**config.mk**
```make
export PLATFORM = sky130hd
export DESIGN_NAME = sdram_arbiter_flat
export DESIGN_NICKNAME = d
export VERILOG_FILES = /design/src/rtl/sdram_arbiter_if.sv /design/src/rtl/sdram_arbiter.sv /design/src/flat_wrapper.sv
export SDC_FILE = /design/constraint.sdc
export NUM_CORES = 1
export LEC_CHECK = 0
export ABC_AREA = 1
export ABC_CLOCK_PERIOD_IN_PS = 2300
export CAP_MARGIN = 5
export CORE_AREA = 2 2 111 113
export DETAILED_ROUTE_END_ITERATION = 8
export DIE_AREA = 0 0 113 115
export GPL_ROUTABILITY_DRIVEN = 0
export GPL_TIMING_DRIVEN = 0
export MAX_ROUTING_LAYER = met4
export SLEW_MARGIN = 20
export SYNTH_ARGS = -nofsm -noshare
export SYNTH_HDL_FRONTEND = slang
export SYNTH_SLANG_ARGS = --single-unit
```
**constraint.sdc**
```tcl
create_clock -name sys_clk -period 2.3 [get_ports sys_clk]
set_input_delay 0.69 -clock sys_clk [delete_from_list [all_inputs] [get_ports sys_clk]]
set_output_delay 0.69 -clock sys_clk [all_outputs]
set_load 0.005 [all_outputs]
```
**src/rtl/sdram_arbiter_if.sv**
```systemverilog
// sdram_arbiter_if
// One Avalon-MM style link between a command issuer and a command acceptor.
// The arbiter uses three of these: one per master (arbiter on the slave
// side) and one towards the SDRAM controller (arbiter on the master side).
//
// Parameters: AW word address width, DW data width (byteenable is DW/8).
// Signals:
//   address, read, write, writedata, byteenable  command, issuer -> acceptor
//   waitrequest                                   stall, acceptor -> issuer
//   readdata, readdatavalid                       read response, acceptor -> issuer
interface sdram_arbiter_if #(
    parameter int AW = 24,
    parameter int DW = 32
);
    logic [AW-1:0]   address;
    logic            read;
    logic            write;
    logic [DW-1:0]   writedata;
    logic [DW/8-1:0] byteenable;
    logic            waitrequest;
    logic [DW-1:0]   readdata;
    logic            readdatavalid;

    modport master (
        output address, read, write, writedata, byteenable,
        input  waitrequest, readdata, readdatavalid
    );

    modport slave (
        input  address, read, write, writedata, byteenable,
        output waitrequest, readdata, readdatavalid
    );
endinterface

```
**src/rtl/sdram_arbiter.sv**
```systemverilog
// sdram_arbiter
// Two-master arbiter in front of a single SDRAM controller port. Commands are
// granted one at a time through an IDLE/CMD FSM; accepted reads record the
// issuing master in a tag FIFO so that in-order read data can be routed back.
//
// Parameters: AW address width, DW data width, PEND_DEPTH tag FIFO capacity
//             (power of 2, >= 2).
// Ports:
//   sys_clk, sys_rst  clock and asynchronous active-high reset
//   m0, m1            master links (arbiter is the slave side)
//   s                 link to the SDRAM controller (arbiter is the master side)
//   err_orphan        sticky: read data arrived with no read outstanding
//
// Configuration macro SDRAM_ARB_PRIO_EN: when defined, master 0 always wins a
// tie (fixed priority); when undefined, ties are broken round-robin.
module sdram_arbiter #(
    parameter int AW         = 24,
    parameter int DW         = 32,
    parameter int PEND_DEPTH = 4
) (
    input  logic sys_clk,
    input  logic sys_rst,
    sdram_arbiter_if.slave  m0,
    sdram_arbiter_if.slave  m1,
    sdram_arbiter_if.master s,
    output logic err_orphan
);
    localparam int PW = (PEND_DEPTH > 1) ? $clog2(PEND_DEPTH) : 1;
    localparam logic [PW:0] FULL_CNT = (PW + 1)'(PEND_DEPTH);

    typedef enum logic {IDLE, CMD} state_t;

    state_t          state, state_nx;
    logic            gnt, gnt_nx;
    logic [PW-1:0]   wr_ptr, rd_ptr;
    logic [PW:0]     count;
    logic [PEND_DEPTH-1:0] tag_mem;

    logic            full, empty;
    logic            elig0, elig1, any_elig, sel;
    logic            cmd_rd, cmd_wr, accept, push, pop, head;
    logic [AW-1:0]   addr_mux;
    logic [DW-1:0]   wdata_mux;
    logic [DW/8-1:0] be_mux;

    assign full     = (count == FULL_CNT);
    assign empty    = (count == '0);
    // A read is only worth granting if its tag has somewhere to go.
    assign elig0    = m0.write | (m0.read & ~full);
    assign elig1    = m1.write | (m1.read & ~full);
    assign any_elig = elig0 | elig1;

`ifdef SDRAM_ARB_PRIO_EN
    assign sel = ~elig0;
`else
    logic last;

    // The master that did not win last time takes a tie.
    assign sel = (elig0 & elig1) ? ~last : elig1;

    always_ff @(posedge sys_clk or posedge sys_rst) begin
        if (sys_rst)
            last <= 1'b1;
        else if (state == IDLE && any_elig)
            last <= sel;
    end
`endif

    assign addr_mux  = gnt ? m1.address    : m0.address;
    assign wdata_mux = gnt ? m1.writedata  : m0.writedata;
    assign be_mux    = gnt ? m1.byteenable : m0.byteenable;

    assign s.address    = addr_mux;
    assign s.writedata  = wdata_mux;
    assign s.byteenable = be_mux;
    assign s.read       = cmd_rd;
    assign s.write      = cmd_wr;

    assign head = tag_mem[rd_ptr];
    assign pop  = s.readdatavalid & ~empty;

    assign m0.readdata      = s.readdata;
    assign m1.readdata      = s.readdata;
    assign m0.readdatavalid = pop & ~head;
    assign m1.readdatavalid = pop & head;

    always_comb begin
        state_nx       = state;
        gnt_nx         = gnt;
        cmd_rd         = 1'b0;
        cmd_wr         = 1'b0;
        m0.waitrequest = 1'b1;
        m1.waitrequest = 1'b1;
        accept         = 1'b0;
        push           = 1'b0;
        case (state)
            IDLE: begin
                if (any_elig) begin
                    state_nx = CMD;
                    gnt_nx   = sel;
                end
            end
            CMD: begin
                cmd_rd = gnt ? m1.read  : m0.read;
                cmd_wr = gnt ? m1.write : m0.write;
                if (gnt)
                    m1.waitrequest = s.waitrequest;
                else
                    m0.waitrequest = s.waitrequest;
                accept = (cmd_rd | cmd_wr) & ~s.waitrequest;
                // A master granted for a write that turns into a read while the
                // FIFO is full would overflow it; such a tag is not stored.
                push   = accept & cmd_rd & (~full | pop);
                // Leave on acceptance, or when the master withdraws its command.
                if (accept || !(cmd_rd || cmd_wr))
                    state_nx = IDLE;
            end
            default: state_nx = IDLE;
        endcase
    end

    always_ff @(posedge sys_clk or posedge sys_rst) begin
        if (sys_rst) begin
            state <= IDLE;
            gnt   <= 1'b0;
        end else begin
            state <= state_nx;
            gnt   <= gnt_nx;
        end
    end

    // Pointers wrap naturally because PEND_DEPTH is a power of 2.
    always_ff @(posedge sys_clk or posedge sys_rst) begin
        if (sys_rst) begin
            wr_ptr     <= '0;
            rd_ptr     <= '0;
            count      <= '0;
            err_orphan <= 1'b0;
        end else begin
            if (push)
                wr_ptr <= wr_ptr + PW'(1);
            if (pop)
                rd_ptr <= rd_ptr + PW'(1);
            case ({push, pop})
                2'b10:   count <= count + (PW + 1)'(1);
                2'b01:   count <= count - (PW + 1)'(1);
                default: count <= count;
            endcase
            if (s.readdatavalid && empty)
                err_orphan <= 1'b1;
        end
    end

    // Tag storage needs no reset: entries outside the count are never read.
    always_ff @(posedge sys_clk) begin
        if (push)
            tag_mem[wr_ptr] <= gnt;
    end
endmodule

```
**src/flat_wrapper.sv**
```systemverilog
// flat-port wrapper written by rule: the top's interface ports become plain ports
module sdram_arbiter_flat 
#(
    parameter int AW         = 24,
    parameter int DW         = 32,
    parameter int PEND_DEPTH = 4
)
  (sys_clk, sys_rst, err_orphan, m0_address, m0_read, m0_write, m0_writedata, m0_byteenable, m0_waitrequest, m0_readdata, m0_readdatavalid, m1_address, m1_read, m1_write, m1_writedata, m1_byteenable, m1_waitrequest, m1_readdata, m1_readdatavalid, s_address, s_read, s_write, s_writedata, s_byteenable, s_waitrequest, s_readdata, s_readdatavalid);
  sdram_arbiter_if #(.AW(AW), .DW(DW)) m0_i ();
  sdram_arbiter_if #(.AW(AW), .DW(DW)) m1_i ();
  sdram_arbiter_if #(.AW(AW), .DW(DW)) s_i ();
  input  logic sys_clk;
  input  logic sys_rst;
  output logic err_orphan;
  input wire logic [$bits(m0_i.address)-1:0] m0_address;
  input wire logic [$bits(m0_i.read)-1:0] m0_read;
  input wire logic [$bits(m0_i.write)-1:0] m0_write;
  input wire logic [$bits(m0_i.writedata)-1:0] m0_writedata;
  input wire logic [$bits(m0_i.byteenable)-1:0] m0_byteenable;
  output wire logic [$bits(m0_i.waitrequest)-1:0] m0_waitrequest;
  output wire logic [$bits(m0_i.readdata)-1:0] m0_readdata;
  output wire logic [$bits(m0_i.readdatavalid)-1:0] m0_readdatavalid;
  input wire logic [$bits(m1_i.address)-1:0] m1_address;
  input wire logic [$bits(m1_i.read)-1:0] m1_read;
  input wire logic [$bits(m1_i.write)-1:0] m1_write;
  input wire logic [$bits(m1_i.writedata)-1:0] m1_writedata;
  input wire logic [$bits(m1_i.byteenable)-1:0] m1_byteenable;
  output wire logic [$bits(m1_i.waitrequest)-1:0] m1_waitrequest;
  output wire logic [$bits(m1_i.readdata)-1:0] m1_readdata;
  output wire logic [$bits(m1_i.readdatavalid)-1:0] m1_readdatavalid;
  output wire logic [$bits(s_i.address)-1:0] s_address;
  output wire logic [$bits(s_i.read)-1:0] s_read;
  output wire logic [$bits(s_i.write)-1:0] s_write;
  output wire logic [$bits(s_i.writedata)-1:0] s_writedata;
  output wire logic [$bits(s_i.byteenable)-1:0] s_byteenable;
  input wire logic [$bits(s_i.waitrequest)-1:0] s_waitrequest;
  input wire logic [$bits(s_i.readdata)-1:0] s_readdata;
  input wire logic [$bits(s_i.readdatavalid)-1:0] s_readdatavalid;
  assign m0_i.address = m0_address;
  assign m0_i.read = m0_read;
  assign m0_i.write = m0_write;
  assign m0_i.writedata = m0_writedata;
  assign m0_i.byteenable = m0_byteenable;
  assign m0_waitrequest = m0_i.waitrequest;
  assign m0_readdata = m0_i.readdata;
  assign m0_readdatavalid = m0_i.readdatavalid;
  assign m1_i.address = m1_address;
  assign m1_i.read = m1_read;
  assign m1_i.write = m1_write;
  assign m1_i.writedata = m1_writedata;
  assign m1_i.byteenable = m1_byteenable;
  assign m1_waitrequest = m1_i.waitrequest;
  assign m1_readdata = m1_i.readdata;
  assign m1_readdatavalid = m1_i.readdatavalid;
  assign s_address = s_i.address;
  assign s_read = s_i.read;
  assign s_write = s_i.write;
  assign s_writedata = s_i.writedata;
  assign s_byteenable = s_i.byteenable;
  assign s_i.waitrequest = s_waitrequest;
  assign s_i.readdata = s_readdata;
  assign s_i.readdatavalid = s_readdatavalid;
  sdram_arbiter #(.AW(AW), .DW(DW), .PEND_DEPTH(PEND_DEPTH)) u_core (.sys_clk(sys_clk), .sys_rst(sys_rst), .m0(m0_i), .m1(m1_i), .s(s_i), .err_orphan(err_orphan));
endmodule
```
==> reports/results.txt <==
share of cells above drive strength 1: 17.0%
Internal Power: 1.97 mW
Final Setup Violations: 0
P_sw: 1.53 mW
die area: 13,000 µm²
Highest Clock Rate: 444 MHz
initial DRC count: 118
Logic pwr share: 76.0%
Top-Level Pins: 291
Post-synth ARST share: 73.3%
synthesized area: 2040 µm²
vias in the first global route: 2,978
Pwr Density: 713 nW/µm²
Pins Over Slew Limit: 0
failing checks: design-rule violations
peak supply drop: 0.000348 V
status: finished with violations
Yosys cell types: 22
Seq cells post-synth: 15
placed insts: 756
largest net degree at the start of global routing: 12
final hold slack: 479 ps
Max-slew headroom: 71.3%
Tot Pwr: 3.50 mW
Commonest cells post-synth: nand2_1 (198), buf_4 (65), inv_1 (18)
r2r setup slk: 390 ps
first-pass GRT wire length: 15,000 µm
Worst-Margin Slew: 431 ps
Top FF cell, synth: dfrtp_1
Clk network pwr share: 9.7%
DR vias/cell: 3.89
Seq pwr share: 14.3%
switching share of total power: 43.7%
CP required: 1610 ps
Final Instance Area: 4910 µm²
Layout area overhead: 140%
Avg Inst Size Synth: 5.82 µm²
chip width: 113 µm
Crit. End Element: primary output
WL/cell: 13.5 µm
core box area: 11,800 µm²
# port buffers: 258
Final Hold Viols: 0
clk sink count: 15
Total Routed Length: 10,300 µm
clk_skew: 3.25 ps
Startpoint Class: primary input
post-synthesis sequential area ratio: 19.4%
final std cells w/o fill: 765
Synth warnings: 0
Antenna diodes: 0
Placed Area: 4810 µm²
Post-Synthesis Cells: 351
die height: 115 µm
critical path class: in2out
worst-skew pair later-pin latency: 250 ps
crit path max fanout: 1
dominant cell type by area after synthesis: nand2_1
num rows: 40
post-synth top area share: 36.4%
antenna violations before repair: 0
data arrival time of the worst path: 1560 ps
Leak Pwr: 2.51 nW
Final period util: 97.9%
DRC: 20
DP HPWL: 8830 µm
cts bufs inserted: 3
Starting Density: 17.3%
Nets: 785
Final min period: 2250 ps
Clock Tree Buf Depth: 2
syn nets: 517
ANT nets after route: 0
TritonCTS clock tree: yes
H-tree levels: 1
GRT Residual Overflow: 0
Clock Pin Slew Worst Setup and Hold Paths: 50 ps
Max-cap violations: 0
most instantiated library cell after synthesis: nand2_1
vias post-DR: 2,979
GR Util All Layers: 14.8%
clk root buf: clkbuf_16
top cells by area, synth: nand2_1 (36%), buf_4 (24%), dfrtp_1 (12%), edfxtp_1 (5.9%), inv_1 (3.3%)
hold crit path type: reg2reg
Post-synth EDFFs: 4
drt pass-1 iters: 6
final core utilization: 41.5%
[per-stage QoR]
stage / TNS, ps / worst slack (ps)
after floorplan: 0 / 263
after global placement: -14540 / -425
after detailed placement: -15430 / -455
after CTS: -180 / -180
after global routing: -10.1 / -10.1
final: 0 / 47.4
[power groups by stage]
stage / clock network, mW / logic (mW) / registers, mW
5_1_grt: 0.355 / 2.97 / 0.517
3_3_place_gp: 0 / 2.88 / 0.487
3_5_place_dp: 0 / 2.91 / 0.493
6_report: 0.338 / 2.66 / 0.502
2_1_floorplan: 0 / 1.21 / 0.474
4_1_cts: 0.341 / 2.71 / 0.501
[final cells by class]
type | count | area, µm²
fill | 1214 | 6900
timing repair buffer | 263 | 2540
multi-input combinational | 240 | 1050
buffer | 77 | 584
sequential | 15 | 398
tap | 147 | 184
clock buffer | 4 | 78.8
inverter | 19 | 73.8
[path summary, 6_finish.rpt]
path,depth (start not counted),start,to
max,4,m1_writedata[27],s_writedata[27]
min,1,u_core.err_orphan$_DFFE_PP0P_,u_core.err_orphan$_DFFE_PP0P_
max reg2reg,10,u_core.gnt$_DFFE_PP0P_,u_core.count[2]$_DFFE_PP0P_
min reg2reg,1,u_core.err_orphan$_DFFE_PP0P_,u_core.err_orphan$_DFFE_PP0P_
max in group asynchronous,2,sys_rst,u_core.last$_DFFE_PP1P_
min in group asynchronous,2,sys_rst,u_core.count[1]$_DFFE_PP0P_
[routing by layer]
| layer | track usage, % | routed length [µm] | share of wire [%] | up-vias |
|---|---|---|---|---|
| li1 | - | - | - | 1519 |
| met3 | 1.85 | 858 | 8.3 | 11 |
| met5 | - | 0 | 0 | - |
| met1 | 17.8 | 4070 | 39 | 1284 |
| met2 | 26.7 | 5250 | 51 | 165 |
| met4 | 2.85 | 124 | 1.2 | 0 |
[placed cells by master (no fill, tap or decap), drive strengths merged]
cell type,n
clkdlybuf4s15,4
nand2,200
fa,1
nor2,13
dlymetal6s2s,3
dfstp,1
nand4,1
dfrtp,10
mux2i,1
a21oi,6
o21ai,3
clkbuf,9
ha,5
o21bai,1
clkdlybuf4s50,189
edfxtp,4
buf,81
dlygate4sd2,58
nand3,5
xnor2,1
inv,19
xor2,3
[logic make-up (layout without fill, tap and decap cells)]
group	after synthesis	count (layout)	share of synthesized area (%)
compound gates	10	10	2.57
xor+xnor	4	4	1.72
fa+ha+maj	6	6	4.04
buf+inv	96	363	30.0
flops	15	15	19.4
mux	1	1	0.490
simple gates	219	219	41.8
[state kept, by name, summed over array words and instances (netlist names)]
signal and count:
u_core.rd_ptr 2, u_core.state 1, u_core.last 1, u_core.tag_mem 4, u_core.count 3, u_core.err_orphan 1
u_core.wr_ptr 2, u_core.gnt 1
[worst max-delay path, cell delays in order]
cell             delay (ps)
clkdlybuf4s50_1         450
nand2_1                  90
nand2_1                  80
dlygate4sd2_1           250
[repair_timing]
item	4_1_cts	5_1_grt
pin swaps	3	3
resized for setup	104	12
hold buffers	0	0
setup buffers	5	0
endpoints found under the setup margin	68	12
endpoints found under the hold margin	0	0
No activity file was read; power rests on OpenSTA's default activity.
